===== src/rtl/junction_controller.sv =====
// junction_controller
//
// Scheduler for a two-approach road junction with a pedestrian crossing.
// The junction is time-shared between approach A, approach B and a
// pedestrian walk phase. Each approach steps through
// red -> red+amber -> green -> amber -> red, and an all-red clearance
// follows every amber. The walk phase is only ever entered from an
// all-red and hands the junction to the approach that did not precede it.
//
// Optional feature (macro GREEN_CUT_EN): while a pedestrian request is
// pending, green is cut short after MIN_GREEN cycles. Without the macro,
// green always lasts GREEN_CYC cycles and MIN_GREEN has no effect.
//
// Ports:
//   clk          system clock, rising edge
//   rst          synchronous active-high reset
//   button       pedestrian request, level-sampled every cycle
//   red_a/amber_a/green_a   approach A lamps
//   red_b/amber_b/green_b   approach B lamps
//   walk         pedestrian walk lamp
//   ped_pending  registered pedestrian request awaiting service
//   phase        current state code (0..8)

module junction_controller #(
  parameter int RED_AMBER_CYC = 2,
  parameter int GREEN_CYC     = 8,
  parameter int AMBER_CYC     = 2,
  parameter int ALL_RED_CYC   = 1,
  parameter int PED_CYC       = 6,
  parameter int MIN_GREEN     = 4
) (
  input  logic       clk,
  input  logic       rst,
  input  logic       button,
  output logic       red_a,
  output logic       amber_a,
  output logic       green_a,
  output logic       red_b,
  output logic       amber_b,
  output logic       green_b,
  output logic       walk,
  output logic       ped_pending,
  output logic [3:0] phase
);

  typedef enum logic [3:0] {
    A_RA      = 4'd0,
    A_G       = 4'd1,
    A_AM      = 4'd2,
    ALL_RED_A = 4'd3,
    B_RA      = 4'd4,
    B_G       = 4'd5,
    B_AM      = 4'd6,
    ALL_RED_B = 4'd7,
    PED_WALK  = 4'd8
  } state_t;

  // Timer reload values: each state lasts exactly its duration in cycles.
  localparam logic [7:0] RA_LOAD  = 8'(RED_AMBER_CYC - 1);
  localparam logic [7:0] G_LOAD   = 8'(GREEN_CYC - 1);
  localparam logic [7:0] AM_LOAD  = 8'(AMBER_CYC - 1);
  localparam logic [7:0] AR_LOAD  = 8'(ALL_RED_CYC - 1);
  localparam logic [7:0] PED_LOAD = 8'(PED_CYC - 1);

  // Green has been lit MIN_GREEN cycles once the timer has fallen to this.
  localparam logic [7:0] CUT_AT = 8'(GREEN_CYC - MIN_GREEN);

`ifdef GREEN_CUT_EN
  localparam logic CUT_EN = 1'b1;
`else
  localparam logic CUT_EN = 1'b0;
`endif

  state_t     state_r;
  logic [7:0] timer_r;
  logic       ped_pending_r;
  logic       next_side_r;   // 1: walk phase hands over to B, 0: to A

  state_t     next_state_s;
  logic       illegal_s;
  logic       green_cut_s;
  logic       advance_s;
  logic       enter_walk_s;

  function automatic logic [7:0] load_for(input state_t s);
    logic [7:0] v;
    case (s)
      A_RA, B_RA:           v = RA_LOAD;
      A_G, B_G:             v = G_LOAD;
      A_AM, B_AM:           v = AM_LOAD;
      ALL_RED_A, ALL_RED_B: v = AR_LOAD;
      PED_WALK:             v = PED_LOAD;
      default:              v = AR_LOAD;
    endcase
    return v;
  endfunction

  // Successor of the current state, taken only when the state advances.
  always_comb begin
    next_state_s = ALL_RED_B;
    illegal_s    = 1'b0;
    case (state_r)
      A_RA:      next_state_s = A_G;
      A_G:       next_state_s = A_AM;
      A_AM:      next_state_s = ALL_RED_A;
      ALL_RED_A: next_state_s = ped_pending_r ? PED_WALK : B_RA;
      B_RA:      next_state_s = B_G;
      B_G:       next_state_s = B_AM;
      B_AM:      next_state_s = ALL_RED_B;
      ALL_RED_B: next_state_s = ped_pending_r ? PED_WALK : A_RA;
      PED_WALK:  next_state_s = next_side_r ? B_RA : A_RA;
      default: begin
        next_state_s = ALL_RED_B;
        illegal_s    = 1'b1;
      end
    endcase
  end

  // Advance on timer expiry, on a pedestrian green cut, or out of a bad code.
  always_comb begin
    if (CUT_EN && ped_pending_r && ((state_r == A_G) || (state_r == B_G))
        && (timer_r <= CUT_AT)) begin
      green_cut_s = 1'b1;
    end else begin
      green_cut_s = 1'b0;
    end
    advance_s    = (timer_r == 8'd0) || green_cut_s || illegal_s;
    enter_walk_s = advance_s && (next_state_s == PED_WALK);
  end

  // State, timer, pending request and walk hand-over side.
  always_ff @(posedge clk) begin
    if (rst) begin
      state_r       <= ALL_RED_B;
      timer_r       <= AR_LOAD;
      ped_pending_r <= 1'b0;
      next_side_r   <= 1'b0;
    end else begin
      if (advance_s) begin
        state_r <= next_state_s;
        timer_r <= load_for(next_state_s);
      end else begin
        timer_r <= timer_r - 8'd1;
      end

      // Entering the walk clears the request even if button is held.
      if (enter_walk_s) begin
        ped_pending_r <= 1'b0;
        next_side_r   <= (state_r == ALL_RED_A);
      end else if (button && (state_r != PED_WALK)) begin
        ped_pending_r <= 1'b1;
      end else begin
        ped_pending_r <= ped_pending_r;
      end
    end
  end

  // Lamp decode straight from the state register: no added latency.
  always_comb begin
    red_a   = 1'b1;
    amber_a = 1'b0;
    green_a = 1'b0;
    red_b   = 1'b1;
    amber_b = 1'b0;
    green_b = 1'b0;
    walk    = 1'b0;
    case (state_r)
      A_RA:      amber_a = 1'b1;
      A_G: begin
        red_a   = 1'b0;
        green_a = 1'b1;
      end
      A_AM: begin
        red_a   = 1'b0;
        amber_a = 1'b1;
      end
      ALL_RED_A: red_a = 1'b1;
      B_RA:      amber_b = 1'b1;
      B_G: begin
        red_b   = 1'b0;
        green_b = 1'b1;
      end
      B_AM: begin
        red_b   = 1'b0;
        amber_b = 1'b1;
      end
      ALL_RED_B: red_b = 1'b1;
      PED_WALK:  walk = 1'b1;
      default:   red_a = 1'b1;
    endcase
  end

  assign ped_pending = ped_pending_r;
  assign phase       = state_r;

endmodule


===== config.mk =====
export PLATFORM = sky130hd
export DESIGN_NAME = junction_controller
export DESIGN_NICKNAME = d
export VERILOG_FILES = /design/src/rtl/junction_controller.sv
export SDC_FILE = /design/constraint.sdc
export NUM_CORES = 1
export LEC_CHECK = 0
export BUFFER_PORTS_ARGS = -buffer_cell sky130_fd_sc_hd__buf_2
export CELL_PAD_IN_SITES_DETAIL_PLACEMENT = 1
export CELL_PAD_IN_SITES_GLOBAL_PLACEMENT = 2
export CORE_ASPECT_RATIO = 0.75
export CORE_UTILIZATION = 30
export CTS_BUF_LIST = sky130_fd_sc_hd__clkbuf_16
export DETAILED_ROUTE_END_ITERATION = 8
export GPL_TIMING_DRIVEN = 1
export HOLD_SLACK_MARGIN = 0.02
export PLACE_DENSITY = 0.76
export SYNTH_ARGS = -nofsm -noshare
export SYNTH_HDL_FRONTEND = slang
export SYNTH_SLANG_ARGS = --single-unit

===== constraint.sdc =====
create_clock -name clk -period 2.1 [get_ports clk]
set_input_delay 0.105 -clock clk [delete_from_list [all_inputs] [get_ports clk]]
set_output_delay 0.105 -clock clk [all_outputs]
set_load 0.01 [all_outputs]

After elaboration in Yosys (flattened, before gate mapping)
Memories as Yosys holds them, arrays and structs flattened.
Cells that the tools add are included.
{"block": "classes", "add_sub_neg": 1, "eq_ne": 10, "mux": 13, "reduce_logical": 11}
{"op": "$pmux W4 S8", "count": 1}
{"op": "$eq A4 B3 Y1 const B", "count": 4}
{"op": "$reduce_or A2 Y1", "count": 5}
{"op": "$reduce_or A9 Y1", "count": 1}
{"op": "$eq A4 B2 Y1 const B", "count": 2}
{"op": "$eq A4 B4 Y1 const B", "count": 2}
{"op": "$logic_not A8 Y1", "count": 1}
{"op": "$mux W1", "count": 8}
{"op": "$mux W4", "count": 2}
{"op": "$mux W8", "count": 1}
{"op": "$sub A8 B1 Y8 const B", "count": 1}
{"op": "$eq A4 B1 Y1 const B", "count": 1}
{"op": "$logic_not A4 Y1", "count": 1}
{"op": "$ne A4 B4 Y1 const B", "count": 1}
{"op": "$mux W3", "count": 1}
{"op": "$logic_and A1 B1 Y1", "count": 2}
{"op": "$logic_or A1 B1 Y1", "count": 1}
{"block": "word_totals", "regBits": 14, "mem_bits_ro": 48, "in_bits": 3, "out_inout_bits": 12, "elab_cells": 40, "n_memories": 1}
{"memory": "(no name shown)", "words": 16, "width": 3, "rd": 1, "rd_clocked_by_memory_dff": 0, "wr": 0, "line_no": "87", "source": "case (s)"}

Longest topological paths before layout
{"block": "logic_depth", "word_depth": 6, "ltp_mapped": 7, "ltp_nobuf": 6}

Worst setup path before layout
Ideal clock, no wire load.
{"block": "synth_path", "path_type": "flip-flop to flip-flop", "startpoint": "register timer_r[0]", "endpoint": "register state_r[1] (netlist: phase[1])", "setup_ns": 0.116, "t_arrival_ns": 1.595, "required_ns": 1.984, "path_slack_ns": 0.389, "path_stages_with_launch": 8, "n_path_buf": 1, "synth_period_minus_slack_ns": 1.711, "path_cell_list": "dfxtp_1 inv_1 ha_1 nor3b_1 and2_2 clkbuf_2 or3_1 a41o_1"}
{"block": "synth_between", "elab_chain_len": 2}
{"item": "from (decl)", "line_no": "75", "source": "logic [7:0] timer_r;"}
{"item": "from (signal assigned)", "line_no": "141", "source": "timer_r <= load_for(next_state_s);"}
{"item": "from (signal assigned)", "line_no": "143", "source": "timer_r <= timer_r - 8'd1;"}
{"item": "$logic_not A8 Y1", "line_no": "127", "source": "advance_s = (timer_r == 8'd0) || green_cut_s || illegal_s;"}
{"item": "$logic_or A1 B1 Y1", "line_no": "127"}
{"item": "to (signal assigned)", "line_no": "140", "source": "state_r <= next_state_s;"}
{"item": "to (decl)", "line_no": "74", "source": "state_t state_r;"}
Every way passes these cells.
A chain may end at the register's enable or synchronous reset.

Final worst setup path
{"block": "layout_path", "startpoint": "register timer_r[0]", "endpoint": "register next_side_r"}
{"block": "layout_between", "elab_chain_len": 3}
{"item": "$logic_not A8 Y1", "line_no": "127"}
{"item": "$logic_or A1 B1 Y1", "line_no": "127"}
{"item": "$logic_and A1 B1 Y1", "line_no": "128", "source": "enter_walk_s = advance_s && (next_state_s == PED_WALK);"}
{"item": "to (signal assigned)", "line_no": "149", "source": "next_side_r <= (state_r == ALL_RED_A);"}
{"item": "to (decl)", "line_no": "77", "source": "logic next_side_r;"}
Every way passes these cells.

==> impl_metrics.toml <==
[logic_synthesis]
synth_cell_type_count = 31
synth_area_um2 = 798
netlist.area_leader.share_pct = 35.1
synth_enable_flop_cells = 0
synth-seq-area-share_pct = 35.1
synth_top_area_cell = "dfxtp_1"
synthCells = 100
async_reset_ff_share_pct = 0
synth_area_leaders = "dfxtp_1, a21oi_1, nand2_1, xor2_1, nor2_1"
yosysWarnings = 0
synth.most_common_cell = "dfxtp_1"
synth_common_cells = "dfxtp_1, a21oi_1, nand2_1"
synth-seq-cells = 14
ys.flop_type = "dfxtp_1"
syn_avg_cell_area_um2 = 7.98
synth_nets = 105

[power]
pwr-share-comb_pct = 50.3
p_clk_share_pct = 20.5
swShare_pct = 42.9
worst_ir_drop_vdd_v = 0.000572
leakagePower_nw = 0.408
powerDensity_mw_per_mm2 = 1830
switching_power_mw = 0.761
internal_power_mw = 1.01
sequentialPowerShare_pct = 29.2

[timing]
finalCritPeriodShare_pct = 85.3
rsz0062_at_grt = "false"
finalClockSkew_ps = 4.96
slew_violations = 0
fmax_ghz = 0.559
min_period_ps = 1790
max_slew_margin_pct = 65.0
tns_ps = 0
worstMarginPinSlew_ps = 524
hold_ws_ps = 163
setup_ws_ps = 310
setup_viol = 0
hold_viol_final = 0

[die]
rows = 15
io_pins = 15
initial_core_util_pct = 33.2
die_w_um = 61.6
die_area_mm2 = 0.00287
die_h_um = 46.7
core_area_mm2 = 0.00240

[layout]
nNetsFinal = 120
fillers = 313
drive_above_1_share_pct = 21.9
syn_to_final_growth_pct = 21.2
design_area_um2 = 967
diodes = 0
multi_input_area_um2 = 465
seqCellArea_um2 = 280

[detailed_routing]
ant_nets = 0
num_vias = 752
wl_per_cell_um = 14.3
drt_iter0_drc = 22
post-route-drc-count = 0
first_pass_iters = 4
viasPerCell = 5.08
wl_um = 2120

[run_status]
outcome = "complete, no violations"

[placed_design]
pre_cts_slack_ps = 312
routabilityCongestion = 0.662
placed_area_um2 = 888
io_buffers = 14
dp_hpwl_um = 1490

[worst_setup_path]
crit_path_start_kind = "register"
worstPathArrival_ps = 1970
cp.required_ps = 2280
crit_fanout = 10
endpoint_kind = "register"
criticalPathCategory = "register to register"

[grt]
grt_overflow = 0
grt_max_degree = 16
grt_pass1_vias = 739
antenna_found_initial = 0
grt.total_usage_pct = 17.2
grt_pass1_wl_um = 3480

[hold_path]
hp-class = "input pin to register"

[clock_tree]
clk_pin_slew_ps = 50
clock-sinks = 14
postCtsSetupBuffers = 0
clock_tree.root_cell = "clkbuf_16"
worst_skew_pair.late_latency_ps = 240
cts_resized = 0
htreeDepth = 1
clk_path_buf_depth = 2
cts-buffers-inserted = 3
postCtsHoldBufs = 0
tritoncts = "done"

[job]
cap_violations = 0
## cell families (layout without fill, tap and decap cells)
family	Yosys count	in the layout	synth area share (%)
buffers and inverters	10	24	6.58
multiplexers	1	1	1.41
XOR/XNOR	6	6	6.58
adder cells (fa/ha/maj)	2	2	3.13
AND/OR/NAND/NOR	46	46	31.7
AO/OA/AOI/OAI	21	21	15.5
flip-flops	14	14	35.1
## critical path, stage by stage, from the launching register on
cell and delay (ps):
dfxtp_1 340, inv_1 100, ha_1 140, nor3b_1 360, nand2_4 150, or4_1 480
a21oi_1 140
## state kept, by name, summed over array words and instances, names as in the netlist
register / flops
timer_r: 8
next_side_r: 1
ped_pending: 1
phase: 4
## power by group through the flow
stage                     combinational (mW)  sequential, mW  clock (mW)
after floorplan                        0.694           0.491           0
after global placement                 0.867           0.518           0
after detailed placement               0.891           0.520           0
after CTS                              0.904           0.518       0.368
after global routing                    1.01           0.534       0.385
final                                  0.892           0.518       0.363
## metal layers
layer,GRT usage (%),wire (um),vias to the layer above
met2,26.0,911,11
met1,24.0,1140,364
met4,2.67,9,0
met3,5.90,55,4
li1,-,-,373
met5,0,0,-
## path summary, 6_finish.rpt
kind               start     endpoint  slack, ps  depth (start not counted)
min                  rst  next_side_r        160                          2
min reg2reg  next_side_r  next_side_r        480                          2
max           timer_r[0]  next_side_r        310                          6
max reg2reg   timer_r[0]  next_side_r        310                          6
## cells in the final DEF (no fill, tap or decap), types with 4 or more instances in the layout
cell / instances
a21oi_1: 11
buf_2: 14
dfxtp_1: 14
inv_1: 4
nand2_1: 11
nand3_1: 4
nor2_1: 9
nor3_1: 6
o21ai_0: 4
xor2_1: 4
## layout make-up
type,instances,share of cell area [%]
well taps,34,4.40
repair buffers,16,8.80
clock buffers,3,7.76
multi-input cells,76,48.1
flip-flops and latches,14,29.0
clock inverters,1,0.388
inverters,4,1.55
## per-stage QoR
step           power [mW]  std cells  utilization, %
6_report             1.77        148            40.3
5_1_grt              1.93        148            40.3
4_1_cts              1.79        148            40.3
3_5_place_dp         1.41        144            37.0
3_3_place_gp         1.38        144            37.0
2_1_floorplan        1.19        100               -
Note: power is estimated with default switching activity, not from simulation.
